**config.mk**
```make
export PLATFORM = sky130hd
export DESIGN_NAME = bcd_counter
export DESIGN_NICKNAME = d
export VERILOG_FILES = /design/src/rtl/bcd_counter.sv
export SDC_FILE = /design/constraint.sdc
export NUM_CORES = 1
export LEC_CHECK = 0
export BUFFER_PORTS_ARGS = -buffer_cell sky130_fd_sc_hd__buf_2
export CORE_MARGIN = 8
export CORE_UTILIZATION = 50
export DETAILED_ROUTE_END_ITERATION = 10
export PLACE_DENSITY = 0.81
export SKIP_CTS_REPAIR_TIMING = 1
export SLEW_MARGIN = 10
export SYNTH_ARGS = -nofsm -noshare
export SYNTH_HDL_FRONTEND = slang
export SYNTH_SLANG_ARGS = --single-unit
export TNS_END_PERCENT = 10
```
**constraint.sdc**
```tcl
create_clock -name clk -period 2.3 [get_ports clk]
set_input_delay 0.46 -clock clk [delete_from_list [all_inputs] [get_ports clk]]
set_output_delay 0.46 -clock clk [all_outputs]
set_load 0.02 [all_outputs]
```
**src/rtl/bcd_counter.sv**
```systemverilog
// Four-digit free-running BCD counter (0000..9999) with per-digit carry enables.
// Optional `wrap` output (high while at 9999) when BCD_WRAP_FLAG_EN is defined.
module bcd_counter (
    input  logic        clk,
    input  logic        reset,
    output logic [3:1]  ena,
    output logic [15:0] q,
    output logic [3:0]  digit0,
    output logic [3:0]  digit1,
    output logic [3:0]  digit2,
`ifdef BCD_WRAP_FLAG_EN
    output logic        wrap,
`endif
    output logic [3:0]  digit3
);

    logic [3:0] d0;
    logic [3:0] d1;
    logic [3:0] d2;
    logic [3:0] d3;

    // Only the value 9 wraps, so each digit can never leave 0..9 once reset.
    function automatic logic [3:0] next_digit(input logic [3:0] d);
        return (d == 4'd9) ? 4'd0 : d + 4'd1;
    endfunction

    always_comb begin
        ena[1] = (d0 == 4'd9);
        ena[2] = ena[1] & (d1 == 4'd9);
        ena[3] = ena[2] & (d2 == 4'd9);
    end

    always_ff @(posedge clk) begin
        if (reset) begin
            d0 <= 4'd0;
            d1 <= 4'd0;
            d2 <= 4'd0;
            d3 <= 4'd0;
        end else begin
            d0 <= next_digit(d0);
            if (ena[1]) d1 <= next_digit(d1);
            if (ena[2]) d2 <= next_digit(d2);
            if (ena[3]) d3 <= next_digit(d3);
        end
    end

    assign digit0 = d0;
    assign digit1 = d1;
    assign digit2 = d2;
    assign digit3 = d3;
    assign q      = {d3, d2, d1, d0};

`ifdef BCD_WRAP_FLAG_EN
    assign wrap = ena[3] & (d3 == 4'd9);
`endif

endmodule

```
==> results of run 1 <==
## critical path: stages, from the launching register on
cell	delay, ns
dfxtp_1	0.42
ha_1	0.24
and4b_2	0.33
and3_2	0.22
buf_2	0.17
## flip-flops by register name, indices dropped and copies added, names as in the netlist
| register | flops |
|---|---|
| digit3 | 4 |
| digit0 | 4 |
| digit2 | 4 |
| digit1 | 4 |
## cell usage after synthesis (all sizes together)
master,count
buf,17
dfxtp,16
nor2,13
nor2b,7
nand2,6
a21oi,5
xnor2,4
nor3b,3
o21ai,3
xor2,3
and3b,2
and4b,2
ha,2
mux2i,2
nand4,2
a31oi,1
a41o,1
and2,1
and2b,1
and3,1
and4bb,1
clkbuf,1
inv,1
mux2,1
nand3,1
nand3b,1
nand4b,1
nor3,1
or2,1
or3,1
## cells by family after synthesis
kind of cell,Yosys count,share of synthesized area [%]
DFF,16,34.5
xor gates and xnor gates,7,6.60
and+or+nand+nor,45,31.3
muxes,3,3.77
adders and majority gates,2,2.69
AOI/OAI and AO/OA,10,6.20
buffers and inverters,19,15.0
## metrics by stage
stage	instances	total power [W]
after floorplan	102	0.000327
after global placement	145	0.000334
after detailed placement	145	0.000336
after CTS	149	0.000522
after global routing	149	0.000544
final	149	0.000516
## power breakdown
part | total (W) | leakage (nW) | internal, W | switching (W)
clock | 0.000188 | 0.0210 | 0.0000965 | 0.0000912
combinational | 0.0000396 | 0.383 | 0.0000140 | 0.0000256
sequential | 0.000289 | 0.129 | 0.000282 | 0.00000698
total | 0.000516 | 0.533 | 0.000392 | 0.000124
## per-layer routing
layer  vias up  part of all wire (%)  global-route usage [%]
met5         -                     0                       0
met1       344                    43                    12.0
met2        24                    47                    19.0
met3         4                   8.3                    4.34
li1        374                     -                       -
met4         0                   1.2                    6.14
## worst max-delay path by stage
stage | start | to | slack, ns | cells past startpoint
after floorplan | digit0[0] | digit3[2] | 0.52 | 6
after global placement | digit0[0] | ena[3] | 0.51 | 4
after detailed placement | digit0[0] | ena[3] | 0.45 | 4
after CTS | digit0[0] | ena[3] | 0.11 | 4
after global routing | digit0[0] | ena[3] | 0.06 | 4
final | digit0[0] | ena[3] | 0.18 | 4
## cell type report
class / instances / share of cell area (%)
multi-input combinational: 67 / 45.1
sequential: 16 / 30.7
timing repair buffer: 36 / 17.3
clock buffer: 4 / 3.48
tap: 25 / 3.00
inverter: 1 / 0.360
## placed cells by master (no fill, tap or decap), types with 2 or more instances in the layout
cell	netlist	routed
clkbuf_4	0	3
and3b_1	2	2
nor3b_1	2	2
nor2b_1	7	7
o21ai_0	3	3
ha_1	2	2
a21oi_1	5	5
xnor2_1	4	4
dfxtp_1	16	16
xor2_1	3	3
nand2_1	6	6
mux2i_1	2	2
nor2_1	13	13
buf_2	0	36
==> impl_metrics.ini, run 1 <==
[run_status]
status = complete, no violations

[detailed_routing]
wl_um = 1970
via_per_inst = 5.01
drtAntennaViolNets = 0
drc = 0
wl_per_cell_um = 13.2
first_pass_iters = 4
drtIter0Drc = 13
vias = 746

[place]
gp_congestion = 0.819
placed_cell_area_um2 = 1000
io_buffers = 36
pre_cts_slack_ns = 0.455
dp_hpwl_um = 1510

[setup_path]
rr_startpoint = digit0[0]
cp.required_ns = 1.84
arrival_ns = 1.66
path_max_fanout = 7
cp-start-kind = register
ff2ff_path_depth = 5
regToRegSetupSlack_ns = 0.61
worst_r2r_endpoint = digit3[2]
critPathCaptureType = output pin
critPathKind = reg -> out

[logic_synthesis]
yosysTopAreaCellShare_pct = 34.5
yosysSeqAreaShare_pct = 34.5
syn_area_um2 = 928
synth_area_per_cell_um2 = 9.10
syn_nets = 106
ys_ff_latch = 16
yosysWarnings = 0
synth_cell_types = 34
syn-instance-count = 102
yosysTopAreaCell = dfxtp_1
synth.area.top_cells = dfxtp_1 35%, buf_4 13%, nor2_1 5.3%

[sta]
timing.final.hold_violations = 0
min_period_over_period_pct = 92.2
worst_slew_pin_slew_ns = 0.313
fin_hold_ws_ns = 0.500
fmax_mhz = 472
period_minus_slack_ns = 2.12
finalSetupTns_ns = 0
setup_viol_count_final = 0
slew_viol_final = 0
finClkSkew_ns = 0.00205
fin_ws_ns = 0.180
slew_headroom_pct = 79.1
rsz0062_at_grt = false

[floorplan]
start_util_pct = 53.2
die_x_um = 59.1
num_io_pins = 37
die_h_um = 59.1
core_um2 = 1750
die-area_um2 = 3490
rows = 15

[global_routing]
grt_max_degree = 16
antenna_found_initial = 0
grt.overflow.total = 0
first_global_vias = 702
grt_pass1_wl_um = 3110
grtUsageTotal_pct = 11.4

[final_layout]
register_area_um2 = 320
drive_gt1_share_pct = 41.9
syn2layout_area_growth_pct = 12.3
fin_util_pct = 59.7
final_area_um2 = 1040
nets = 129
diodes = 0
nFillCells = 181
multiInputGateArea_um2 = 470

[worst_hold_path]
hp-class = reg -> reg
hold_start = digit0[0]
hold_depth = 1
holdPathEnd = digit0[0]

[job]
drv_cap = 0

[clock_tree]
cts.clk_slew.worst_paths_ns = 0.09
h-tree-depth = 1
cts_tree = yes
cts_buffers = 3
cts_root_buffer = clkbuf_4
clock_latency_ns = 0.29
cts.path.max_buffers = 2
clock-sinks = 16

[pwr]
pwr_density_cell_nw_per_um2 = 495
p_leak_nw = 0.533
peakVddDrop_uv = 330
Note: power is estimated with default switching activity, not from simulation.
==> inputs of run 2 (changes only) <==
==> constraint.sdc (replaced) <==
create_clock -name clk -period 2.3 [get_ports clk]
set_input_delay 0 -clock clk [delete_from_list [all_inputs] [get_ports clk]]
set_output_delay 0 -clock clk [all_outputs]
set_load 0.02 [all_outputs]
==> run 2 against run 1 <==
Setup slack better by 0.37 ns. Hold slack got worse by 0.45 ns. Final area shrank 0.12%. Clock power shrank 4%. Non-clock buffer count unchanged. Sequential power hardly changed. Critical path depth increased by 1.
==> impl_metrics.ini, run 2 (same netlist as run 1, synthesis figures left out) <==
[sta]
worst_slew_pin_slew_ns = 0.316
min_period_over_period_pct = 76.0
setup_viol_count_final = 0
period_minus_slack_ns = 1.75
slew_viol_final = 0
fmax_mhz = 572
rsz0062_at_grt = false
slew_headroom_pct = 78.9
finalSetupTns_ns = 0
timing.final.hold_violations = 0
finClkSkew_ns = 0.00203

[worst_hold_path]
hold_start = reset
hold_depth = 2
hp-class = in -> reg
holdPathEnd = digit3[1]

[setup_path]
path_max_fanout = 7
worst_r2r_endpoint = digit3[2]
critPathKind = reg -> reg
ff2ff_path_depth = 5
regToRegSetupSlack_ns = 0.55
cp.required_ns = 2.48
critPathCaptureType = register
rr_startpoint = digit0[0]
cp-start-kind = register
arrival_ns = 1.92

[run_status]
status = complete, no violations

[final_layout]
nFillCells = 168
nets = 129
syn2layout_area_growth_pct = 12.1
layout_common_cells = 36 x buf_2, 16 x dfxtp_1, 13 x nor2_1
drive_gt1_share_pct = 41.1
diodes = 0
final_common_cell = buf_2
instances_no_fill = 149

[clock_tree]
cts_root_buffer = clkbuf_4
cts.clk_slew.worst_paths_ns = 0.09
clock-sinks = 16
cts_tree = yes
cts_buffers = 3
cts.path.max_buffers = 2
clock_latency_ns = 0.28
h-tree-depth = 1

[floorplan]
rows = 15
core_um2 = 1750
die_x_um = 59.1
num_io_pins = 37
die_h_um = 59.1
die-area_um2 = 3490
start_util_pct = 53.2

[pwr]
pwr-share-clk_pct = 35.5
pwr_density_cell_nw_per_um2 = 489
switching_share_pct = 23.1
switching_power_w = 0.000118
peakVddDrop_uv = 471
p_seq_share_pct = 56.7
p_int_w = 0.000392
p_leak_nw = 0.534
combPwrFrac_pct = 7.8

[detailed_routing]
wl_met3_um = 191
wl_met1_um = 789
drtAntennaViolNets = 0
drc = 0
via_per_inst = 4.85
first_pass_iters = 3
vias = 722
routed.top_layer = met4
wl_um = 1830
drtIter0Drc = 4
wl_per_cell_um = 12.3
wl_met2_um = 834

[global_routing]
grt_pass1_wl_um = 2930
antenna_found_initial = 0
first_global_vias = 651
grt_max_degree = 16
grtUsageTotal_pct = 10.5
grt.overflow.total = 0

[place]
dp.cells = 145
dp_hpwl_um = 1410
gp_congestion = 0.814
io_buffers = 36

[job]
drv_cap = 0
## run 2: cell types whose count changed in the layout (fill, tap and decap cells not counted)
cell	delta
and4b_1	+1
and4b_2	-1
## run 2: power by group through the flow
stage	logic (W)	clock network [W]	registers [W]
final	0.0000396	0.000181	0.000289
after global routing	0.0000431	0.000198	0.000290
after detailed placement	0.0000399	0	0.000295
after global placement	0.0000400	0	0.000294
after CTS	0.0000401	0.000188	0.000289
after floorplan	0.0000269	0	0.000300
## run 2: cell type report
class / instances / area, µm² / share of cell area [%]
Clock buffer: 4 / 36.3 / 3.49
Inverter: 1 / 3.75 / 0.361
Multi-Input combinational cell: 67 / 469 / 45.1
Sequential cell: 16 / 320 / 30.8
Tap cell: 25 / 31.3 / 3.00
Timing Repair Buffer: 36 / 180 / 17.3
## run 2: worst max-delay path, cell delays in order, from the launching register on
cell and delay [ns]:
dfxtp_1 0.43, ha_1 0.23, and4b_1 0.35, and2_4 0.21, nand4_2 0.11, mux2_4 0.31
## run 2: worst max path at each step
stage / start / to / slack, ns / cells after the start
after global placement: digit0[0] / digit3[2] / 0.64 / 5
after CTS: digit0[0] / digit3[2] / 0.56 / 5
final: digit0[0] / digit3[2] / 0.55 / 5
after floorplan: digit0[0] / digit3[2] / 0.52 / 6
after detailed placement: digit0[0] / digit3[2] / 0.58 / 5
after global routing: digit0[0] / digit3[3] / 0.43 / 5
## run 2: per-layer routing
layer  global-route usage (%)  vias up
li1                         -      372
met1                     11.1      323
met2                     17.9       25
met3                     5.42        2
met4                     2.39        0
met5                        0        -
## run 2: through the flow
stage | hold WS [ns] | utilization [%] | setup WS, ns | total power [W] | instance area (µm²)
CTS | 0.0473 | 59.6 | 0.558 | 0.000518 | 1040
floorplan | 0.0694 | - | 0.519 | 0.000327 | 928
global route | 0.0614 | 59.6 | 0.432 | 0.000531 | 1040
detailed placement | 0.346 | 57.6 | 0.577 | 0.000335 | 1000
global placement | 0.341 | 57.6 | 0.638 | 0.000334 | 1000
finish | 0.0503 | 59.6 | 0.553 | 0.000509 | 1040
==> inputs of run 3 (changes only) <==
CORE_UTILIZATION = 42   (was 50)
PLACE_DENSITY = 0.73   (was 0.81)
clock period = 1.5 ns   (was 2.3 ns; I/O delays follow)
==> run 3 against run 2 <==
Core utilization is 5.5 points lower. Setup slack lost 0.55 ns. Power increased by 45%. Largest power group unchanged.
==> impl_metrics.ini, run 3 (same netlist as run 1, synthesis figures left out) <==
[pwr]
pwr-share-clk_pct = 29.4
peakVddDrop_uv = 424
p_seq_share_pct = 59.1
p_int_w = 0.000560
switching_power_w = 0.000181
pwr_density_cell_nw_per_um2 = 637
switching_share_pct = 24.4
p_leak_nw = 0.599
combPwrFrac_pct = 11.5

[floorplan]
die-area_um2 = 3970
rows = 17
start_util_pct = 43.2
core_um2 = 2150
die_x_um = 63.0
die_h_um = 63.0
num_io_pins = 37

[global_routing]
first_global_vias = 808
grt.overflow.total = 0
grt_max_degree = 16
antenna_found_initial = 0
grt_pass1_wl_um = 3550
grtUsageTotal_pct = 10.8

[detailed_routing]
wl_um = 2060
vias = 796
via_per_inst = 4.88
wl_per_cell_um = 12.7
drtAntennaViolNets = 0
first_pass_iters = 4
drc = 0
drtIter0Drc = 11

[final_layout]
diodes = 0
register_area_um2 = 329
syn2layout_area_growth_pct = 25.3
drive_gt1_share_pct = 51.1
layout_common_cells = 35 x buf_2, 13 x nor2_1, 13 x dfxtp_1
fin_util_pct = 54.2
nets = 141
instances_no_fill = 163
nFillCells = 209
multiInputGateArea_um2 = 497
final_common_cell = buf_2

[setup_path]
critPathKind = reg -> reg
critPathCaptureType = register
slowest_stage = dfxtp_4
cp-start-kind = register
arrival_ns = 1.67
critPathBufInv = 1
cp.required_ns = 1.67
crit_chain = inv_2 > ha_4 > and4b_2 > and2_4 > nand4_4 > mux2_4
path_max_fanout = 5
critical_path.max_stage_delay_ns = 0.35
cp_top_family = simple AND/OR/NAND/NOR gates

[sta]
finClkSkew_ns = 0.00139
timing.final.hold_violations = 0
period_minus_slack_ns = 1.50
slew_headroom_pct = 80.8
fmax_mhz = 668
slew_viol_final = 0
min_period_over_period_pct = 99.8
setup_viol_count_final = 0
rsz0062_at_grt = true
worst_slew_pin_slew_ns = 0.288

[job]
drv_cap = 0

[place]
dp.cells = 160
dp_hpwl_um = 1660
gp_congestion = 0.737
io_buffers = 36

[worst_hold_path]
hp-class = in -> reg

[clock_tree]
cts.path.max_buffers = 2
clock_latency_ns = 0.27
cts_tree = yes
cts_root_buffer = clkbuf_4
clock-sinks = 16
cts_buffers = 3
h-tree-depth = 1
cts.clk_slew.worst_paths_ns = 0.09

[run_status]
status = complete, no violations
[run 3: worst paths after layout]
path / startpoint / end / slack (ns) / depth (start not counted)
worst max-delay path: digit0[1] / digit3[2] / 0.003 / 6
worst min-delay path: reset / digit3[1] / 0.05 / 2
worst max register to register: digit0[1] / digit3[2] / 0.003 / 6
worst min register to register: digit0[0] / digit0[1] / 0.55 / 2
[run 3: metal layers]
layer	global-route usage (%)	share of wire (%)
met3	5.02	8.9
met2	19.3	51
met4	3.42	0.78
met5	0	0
met1	10.7	39
[run 3: final cells by class]
class / count / share of cell area (%)
flip-flops and latches: 16 / 28.3
well taps: 28 / 3.01
multi-input cells: 67 / 42.7
repair buffers: 48 / 23.8
clock buffers: 3 / 1.94
inverters: 1 / 0.323
[run 3: worst reg2reg max path, delay by kind of cell, from the launching register on]
family / cells / cell delay [ns]
AND/OR/NAND/NOR: 3 / 0.56
flip-flops: 1 / 0.35
multiplexers: 1 / 0.31
adder cells (fa/ha/maj): 1 / 0.11
buffers and inverters: 1 / 0.06
[run 3: metrics by stage]
stage	total power, W	setup WS (ns)	hold slack (ns)	instance area, µm²	TNS, ns
5_1_grt	0.000785	-0.0416	0.0764	1160	-0.141
3_5_place_dp	0.000535	-0.00621	0.354	1130	-0.00621
2_1_floorplan	0.000508	-0.0772	0.0694	958	-0.0912
3_3_place_gp	0.000532	0.0429	0.345	1130	0
4_1_cts	0.000748	-0.0217	0.0638	1150	-0.0324
6_report	0.000741	0.00267	0.0487	1160	0
[run 3: power by group through the flow]
stage	sequential (W)	combinational, W	clock (W)
detailed placement	0.000448	0.0000869	0
floorplan	0.000462	0.0000454	0
CTS	0.000438	0.0000873	0.000223
global placement	0.000447	0.0000853	0
finish	0.000438	0.0000855	0.000218
global route	0.000439	0.0000962	0.000250
